--- src/rtl/jt49_wrsched.sv ---
// Write scheduler for the JT49 PSG: queues CPU register writes and issues them on cen16 ticks.
// Optional build macro JT49_WRSCHED_COALESCE_EN merges writes to an already-queued address.
module jt49_wrsched #(
  parameter int DEPTH = 4,
  parameter int GAP   = 1
) (
  input  logic                     clk,
  input  logic                     rst,
  input  logic                     cen16,
  input  logic                     cpu_wr,
  input  logic [3:0]               cpu_addr,
  input  logic [7:0]               cpu_din,
  output logic                     cpu_ready,
  input  logic                     flush,
  input  logic                     ovf_clr,
  output logic                     psg_we,
  output logic [3:0]               psg_addr,
  output logic [7:0]               psg_dout,
  output logic [$clog2(DEPTH):0]   level,
  output logic                     ovf
);

  localparam int PW = $clog2(DEPTH);
  localparam int LW = PW + 1;

  typedef enum logic [1:0] {
    IDLE,
    STRB,
    HOLD
  } state_t;

  state_t        state, state_d;
  logic [3:0]    cnt, cnt_d;
  logic [3:0]    q_addr [DEPTH];
  logic [7:0]    q_data [DEPTH];
  logic [PW-1:0] rd_ptr, wr_ptr;
  logic          full, pop, push, push_new, match;
  logic [PW-1:0] match_idx;

  assign full = (level == LW'(DEPTH));

  always_comb begin
    state_d = state;
    cnt_d   = cnt;
    pop     = 1'b0;
    case (state)
      IDLE: begin
        if (cen16 && level != '0) begin
          pop     = 1'b1;
          state_d = STRB;
        end
      end
      STRB: begin
        if (GAP == 1) begin
          state_d = IDLE;
        end else begin
          state_d = HOLD;
          cnt_d   = 4'(GAP - 1);
        end
      end
      HOLD: begin
        if (cen16) begin
          cnt_d = cnt - 4'd1;
          if (cnt == 4'd1) state_d = IDLE;
        end
      end
      default: state_d = IDLE;
    endcase
    if (flush) begin
      pop     = 1'b0;
      state_d = IDLE;
      cnt_d   = '0;
    end
  end

`ifdef JT49_WRSCHED_COALESCE_EN
  logic [PW-1:0] scan_idx;

  // Scan oldest to youngest so the last hit wins; the head leaving this cycle is skipped.
  always_comb begin
    match     = 1'b0;
    match_idx = '0;
    scan_idx  = '0;
    for (int unsigned k = 0; k < DEPTH; k++) begin
      scan_idx = rd_ptr + PW'(k);
      if (LW'(k) < level && q_addr[scan_idx] == cpu_addr && !(k == 0 && pop)) begin
        match     = 1'b1;
        match_idx = scan_idx;
      end
    end
  end

  assign cpu_ready = !full || match;
`else
  assign match     = 1'b0;
  assign match_idx = '0;
  assign cpu_ready = !full;
`endif

  assign push     = cpu_wr && cpu_ready && !flush;
  assign push_new = push && !match;

  always_ff @(posedge clk) begin
    if (push_new) begin
      q_addr[wr_ptr] <= cpu_addr;
      q_data[wr_ptr] <= cpu_din;
    end else if (push) begin
      q_data[match_idx] <= cpu_din;
    end
  end

  always_ff @(posedge clk or posedge rst) begin
    if (rst) begin
      state    <= IDLE;
      cnt      <= '0;
      rd_ptr   <= '0;
      wr_ptr   <= '0;
      level    <= '0;
      psg_we   <= 1'b0;
      psg_addr <= '0;
      psg_dout <= '0;
      ovf      <= 1'b0;
    end else begin
      state  <= state_d;
      cnt    <= cnt_d;
      psg_we <= pop;
      if (pop) begin
        psg_addr <= q_addr[rd_ptr];
        psg_dout <= q_data[rd_ptr];
      end
      if (flush) begin
        rd_ptr <= '0;
        wr_ptr <= '0;
        level  <= '0;
      end else begin
        if (push_new) wr_ptr <= wr_ptr + PW'(1);
        if (pop)      rd_ptr <= rd_ptr + PW'(1);
        level <= level + LW'(push_new) - LW'(pop);
      end
      if (ovf_clr) ovf <= 1'b0;
      if (cpu_wr && !cpu_ready && !flush) ovf <= 1'b1;
    end
  end

endmodule
--- config.mk ---
export PLATFORM = sky130hd
export DESIGN_NAME = jt49_wrsched
export DESIGN_NICKNAME = d
export VERILOG_FILES = /design/src/rtl/jt49_wrsched.sv
export SDC_FILE = /design/constraint.sdc
export NUM_CORES = 1
export LEC_CHECK = 0
export ABC_CLOCK_PERIOD_IN_PS = 2190
export BUFFER_PORTS_ARGS = -buffer_cell sky130_fd_sc_hd__buf_2
export CORE_MARGIN = 2
export CORE_UTILIZATION = 51
export CTS_CLUSTER_SIZE = 28
export DETAILED_ROUTE_END_ITERATION = 7
export PLACE_DENSITY = 0.83
export SLEW_MARGIN = 20
export SYNTH_ARGS = -nofsm -noshare
export SYNTH_HDL_FRONTEND = slang
export SYNTH_SLANG_ARGS = --single-unit
--- constraint.sdc ---
create_clock -name clk -period 2.19 [get_ports clk]
set_input_delay 0.1095 -clock clk [delete_from_list [all_inputs] [get_ports clk]]
set_output_delay 0.1095 -clock clk [all_outputs]
set_load 0.01 [all_outputs]
Word level (Yosys, flattened, before mapping)
Memory sizes are Yosys's and may differ from the RTL's. A register that Yosys moved wholly into a read port is not among the register bits.
Cells that the tools add are included.
{"block": "classes", "n_mux": 20, "reduce_logical": 16, "n_addsub": 5, "n_eq_ne": 6}
{"operator": "two-way mux 2 bit", "n": 8}
{"operator": "two-way mux 4 bit", "n": 3}
{"operator": "nonzero test 2 bit", "n": 5}
{"operator": "inequality test 3 bit (second input constant)", "n": 3}
{"operator": "two-way mux 1 bit", "n": 7}
{"operator": "logical AND 1 bit", "n": 5}
{"operator": "adder 2 x 1 -> 2 bit (second input constant)", "n": 2}
{"operator": "equality test 4 x 1 -> 1 bit (second input constant)", "n": 1}
{"operator": "case mux 2 bit (2 select lines)", "n": 1}
{"operator": "subtractor 4 x 1 -> 4 bit (second input constant)", "n": 1}
{"operator": "adder 3 x 1 -> 3 bit", "n": 1}
{"operator": "equality test 3 bit (second input constant)", "n": 1}
{"operator": "two-way mux 3 bit", "n": 1}
{"operator": "AND reduction 3 bit", "n": 1}
{"operator": "nonzero test 3 bit", "n": 1}
{"operator": "subtractor 3 x 1 -> 3 bit", "n": 1}
{"operator": "equality test 2 bit (second input constant)", "n": 1}
{"operator": "zero test 1 bit", "n": 2}
{"operator": "zero test 2 bit", "n": 1}
{"operator": "AND reduction 2 bit", "n": 1}
{"block": "word_totals", "ff_bits": 15, "n_memories": 2, "in_bits": 18, "output_inout_bits": 18, "wordCells": 56, "ram_bits": 48}
{"memory": "q_data", "words": 4, "word_bits": 8, "read_ports": 1, "rd_clocked_by_memory_dff": 1, "wr": 1, "line": "35", "source": "logic [7:0] q_data [DEPTH];"}
{"memory": "q_addr", "words": 4, "word_bits": 4, "read_ports": 1, "rd_clocked_by_memory_dff": 1, "wr": 1, "line": "34", "source": "logic [3:0] q_addr [DEPTH];"}

Depth between registers and ports, before layout
{"block": "depth", "ltp_word": 7, "ltp_mapped": 11, "ltp_nobuf": 10}

Worst setup path before layout
OpenSTA, ideal clock, no wires.
{"block": "synth_timing", "path_type": "reg-to-reg", "from": "reg level[1]", "to": "reg level[2]", "stages_incl_launch_ff": 11, "synth_period_minus_slack_ns": 2.222, "n_path_buf": 1, "t_arrival_ns": 2.090, "t_required_ns": 2.057, "slack_ns": -0.032, "setup_ns": 0.133, "cell_sequence": "dfrtp_1 nor3_4 nor3_2 buf_6 ha_1 inv_1 ha_1 inv_1 fa_1 xnor2_1 nor2_1"}
{"block": "synth_via", "elab_chain_len": 7, "elab_cells_between_ends": 12, "cone_classes": "add/sub (2); eq/ne (1); mux (4); reduce/logical (5)"}
{"element": "start, declared", "line": "19", "source": "output logic [$clog2(DEPTH):0] level,"}
{"element": "start signal, assigned", "line": "138", "source": "level <= level + LW'(push_new) - LW'(pop);"}
{"element": "nonzero test 3 bit", "line": "48", "source": "if (cen16 && level != '0) begin"}
{"element": "logical AND 1 bit", "line": "48"}
{"element": "two-way mux 1 bit", "line": "48"}
{"element": "two-way mux 1 bit", "line": "46", "source": "case (state)"}
{"element": "two-way mux 1 bit", "line": "69", "source": "if (flush) begin"}
{"element": "named net pop", "line": "37", "source": "logic full, pop, push, push_new, match;"}
{"element": "subtractor 3 x 1 -> 3 bit", "line": "138"}
{"element": "two-way mux 3 bit", "line": "131", "source": "if (flush) begin"}
The timed path passes the listed nets, and every way through them passes these cells.
A chain may end at the register's enable or synchronous reset.

Final worst setup path
{"block": "layout_timing", "from": "reg level[2]", "to": "reg level[2]"}
{"block": "layout_via", "elab_chain_len": 7, "elab_cells_between_ends": 12, "cone_classes": "add/sub (2); eq/ne (1); mux (4); reduce/logical (5)"}
{"element": "equality test 3 bit or nonzero test 3 bit (tied branches)", "line": "40, 48"}
{"element": "zero test 1 bit or logical AND 1 bit (tied branches)", "line": "97, 48"}
{"element": "logical AND 1 bit or two-way mux 1 bit (tied branches)", "line": "100, 48"}
{"element": "logical AND 1 bit or two-way mux 1 bit (tied branches)", "line": "100, 46"}
{"element": "adder 3 x 1 -> 3 bit or two-way mux 1 bit (tied branches)", "line": "138, 69"}
{"element": "subtractor 3 x 1 -> 3 bit (*)", "line": "138"}
{"element": "two-way mux 3 bit (*)", "line": "131"}
Every way passes the cells marked *; elsewhere a longest branch is shown, timed or not.

==> flow_summary.yaml <==
status:
  status: "completed"
sta:
  slew_headroom_pct: 62.4
  tightest_slew_ns: 0.564
  hold_viol: 0
  period_needed_ns: 2.05
  rsz0062_at_grt: "false"
  fmax_mhz: 489
  setup_viol: 0
  timing.clock.skew_ns: 0.00791
  whs_ns: 0.0718
  drv_slew: 0
  setup_tns_ns: 0
  fin_crit_sh_pct: 93.4
power_and_ir_drop:
  vdd_drop_max_mv: 0.632
  p_switching_mw: 0.962
  pwr-share-comb_pct: 24.3
  power_per_cell_area_mw_per_mm2: 1050
  swShare_pct: 26.5
  pwr-share-seq_pct: 47.8
  p_leak_nw: 1.36
  p_clk_share_pct: 27.9
  p_int_mw: 2.67
detailed_routing:
  drt-initial-drc-count: 64
  ant_nets: 0
  drc: 0
  totalWireLength_um: 4530
  viasPerCell: 5.10
  dr_total_vias: 1464
  wl_per_cell_um: 15.8
  first_pass_iters: 4
synthesis:
  ys_warn_count: 0
  synth_common_cells: "edfxtp_1, dfrtp_1, inv_1"
  synthArstFlopShare_pct: 31.4
  ys_top_cells_by_area: "edfxtp_1, dfrtp_1, mux4_2"
  synth_ff_type: "edfxtp_1"
  synth_cell_types: 30
  ys_seq_area_share_pct: 70.9
  synth-seq-cells: 70
  synth_nets: 170
  yosysTopAreaCellShare_pct: 51.3
  syn_area_mm2: 0.00281
  synth_edf_count: 48
  yosys.area.top_type: "edfxtp_1"
  synthMostInstantiatedCell: "edfxtp_1"
  synth_cells: 145
  postSynthAreaPerCell_um2: 19.4
worst_setup_path:
  cp-endpoint: "level[2]"
  rr_startpoint: "level[2]"
  crit_start: "level[2]"
  cp.arrival_ns: 2.27
  path_class: "reg2reg"
  start_kind: "flip-flop"
  cp_common_cell: "inv_1"
  rr_worst_depth: 10
  cp_num_cells: 10
  path_cells: "nor3b_2 > nor2_2 > inv_1 > ha_1 > inv_1 > ha_1 > inv_1 > fa_1 > xnor2_1 > nor2_1"
  cpMaxStageDelayCell: "dfrtp_1"
  r2r-end: "level[2]"
  path_buf_inv: 3
  critPathMaxFanout: 5
  critical-path-top-delay-family: "adder cells"
  critPathCaptureType: "flip-flop"
  reg2reg_slack_ns: 0.14
  max_stage_delay_ns: 0.43
  crit_required_ns: 2.41
final_layout:
  multi_input_area_um2: 738
  final_nets: 235
  syn2layout_area_growth_pct: 23.2
  final_cells: 287
  finalCoreUtilization_pct: 64.1
  final_area_mm2: 0.00346
  diodes: 0
  n_fill_cell: 373
  drive_gt1_share_pct: 40.0
  regArea_mm2: 0.00199
floorplanning:
  die_h_um: 78.2
  die-area_mm2: 0.00612
  core_area_mm2: 0.00541
  die_x_um: 78.2
  initial_core_util_pct: 52.0
  num_rows: 27
  pin_count: 36
global_routing:
  grt_pass1_wl_um: 7470
  antenna_found_initial: 0
  first_global_vias: 1567
  grt_overflow_total: 0
  grt_max_degree: 23
  grt_usage_pct: 17.0
cts:
  clk_pin_slew_ns: 0.07
  clock_path_buffers: 2
  clk_latency_ns: 0.34
  cts_setup_buffers: 0
  cts.sinks: 70
  cts-htree-levels: 3
  cts_buffers: 9
  root_buffer: "clkbuf_8"
  cts_tree: "yes"
placed_design:
  routabilityCongestion: 0.779
  dpl.hpwl_um: 2850
  placed_cell_area_mm2: 0.00311
  portBuffers: 35
  place_inst: 257
hold_path:
  hold_path_depth: 3
  hp-class: "in2reg"
job:
  cap_violations: 0
[flip-flops by register name (all words and copies together) (netlist names)]
register	cells
level	3
ovf	1
psg_addr	4
psg_dout	8
psg_we	1
q_addr	16
q_data	32
rd_ptr	2
state	1
wr_ptr	2
[worst register-to-register path, stage by stage (launching register included)]
cell and delay, ns:
dfrtp_1 0.43, nor3b_2 0.19, nor2_2 0.15, inv_1 0.07
ha_1 0.27, inv_1 0.06, ha_1 0.13, inv_1 0.05
fa_1 0.37, xnor2_1 0.16, nor2_1 0.06
[placed cells by master, fill, tap and decap left out, drive strengths merged]
master / count
edfxtp: 48
buf: 45
dfrtp: 22
dlygate4sd3: 14
mux4: 12
mux2: 12
clkbuf: 11
inv: 10
ha: 6
a21oi: 4
and2: 4
o21ai: 3
nor2: 3
nor3: 3
nand2b: 2
nand3: 2
clkinvlp: 2
clkinv: 2
nor3b: 1
o22ai: 1
or3: 1
nor2b: 1
xor2: 1
xnor2: 1
o31ai: 1
or4: 1
fa: 1
bufinv: 1
[power by group through the flow]
| stage | registers, mW | logic (mW) | clock network [mW] |
|---|---|---|---|
| 6_report | 1.74 | 0.883 | 1.01 |
| 2_1_floorplan | 1.81 | 0.556 | 0 |
| 4_1_cts | 1.74 | 0.893 | 1.04 |
| 5_1_grt | 1.77 | 0.970 | 1.09 |
| 3_5_place_dp | 1.77 | 0.870 | 0 |
| 3_3_place_gp | 1.76 | 0.851 | 0 |
[kinds of logic after synthesis]
logic type / Yosys count / share of synthesized area (%)
XOR/XNOR: 2 / 0.623
flip-flops: 70 / 70.9
AO/OA/AOI/OAI: 9 / 1.74
multiplexers: 24 / 16.0
buffers and inverters: 15 / 3.12
adder cells (fa/ha/maj): 7 / 3.38
AND/OR/NAND/NOR: 18 / 4.23
[how the worst min path moves through the flow]
stage / startpoint / end / slack [ns]
finish: cpu_wr / wr_ptr[1] / 0.07
global route: cpu_wr / wr_ptr[1] / 0.07
CTS: cpu_wr / wr_ptr[1] / 0.06
detailed placement: rst / psg_addr[0] / 0.17
global placement: rst / psg_dout[2] / 0.17
floorplan: rst / level[0] / 0.1
[per-stage QoR]
stage	setup slack, ns	power [mW]
after global placement	0.179	2.61
after CTS	0.0370	3.68
after floorplan	0.0153	2.37
after detailed placement	0.0505	2.64
after global routing	0.0132	3.82
final	0.145	3.64
[metal layers]
layer	global-route usage, %	share of wire [%]
met1	20.5	39
met2	27.8	53
met3	4.94	5.3
met4	9.12	2.9
met5	0	0
[final cells by class]
type	instances	area share (%)
Clock buffer	11	4.08
Clock inverter	5	1.70
Inverter	10	1.08
Multi-Input combinational cell	60	21.3
Sequential cell	70	57.6
Tap cell	72	2.60
Timing Repair Buffer	59	11.6
[timing repair]
item	4_1_cts	5_1_grt
hold buffers	14	0
resized for setup	0	2
setup endpoints to repair	0	1
endpoints found under the hold margin	71	0
No activity file was read; power rests on OpenSTA's default activity.
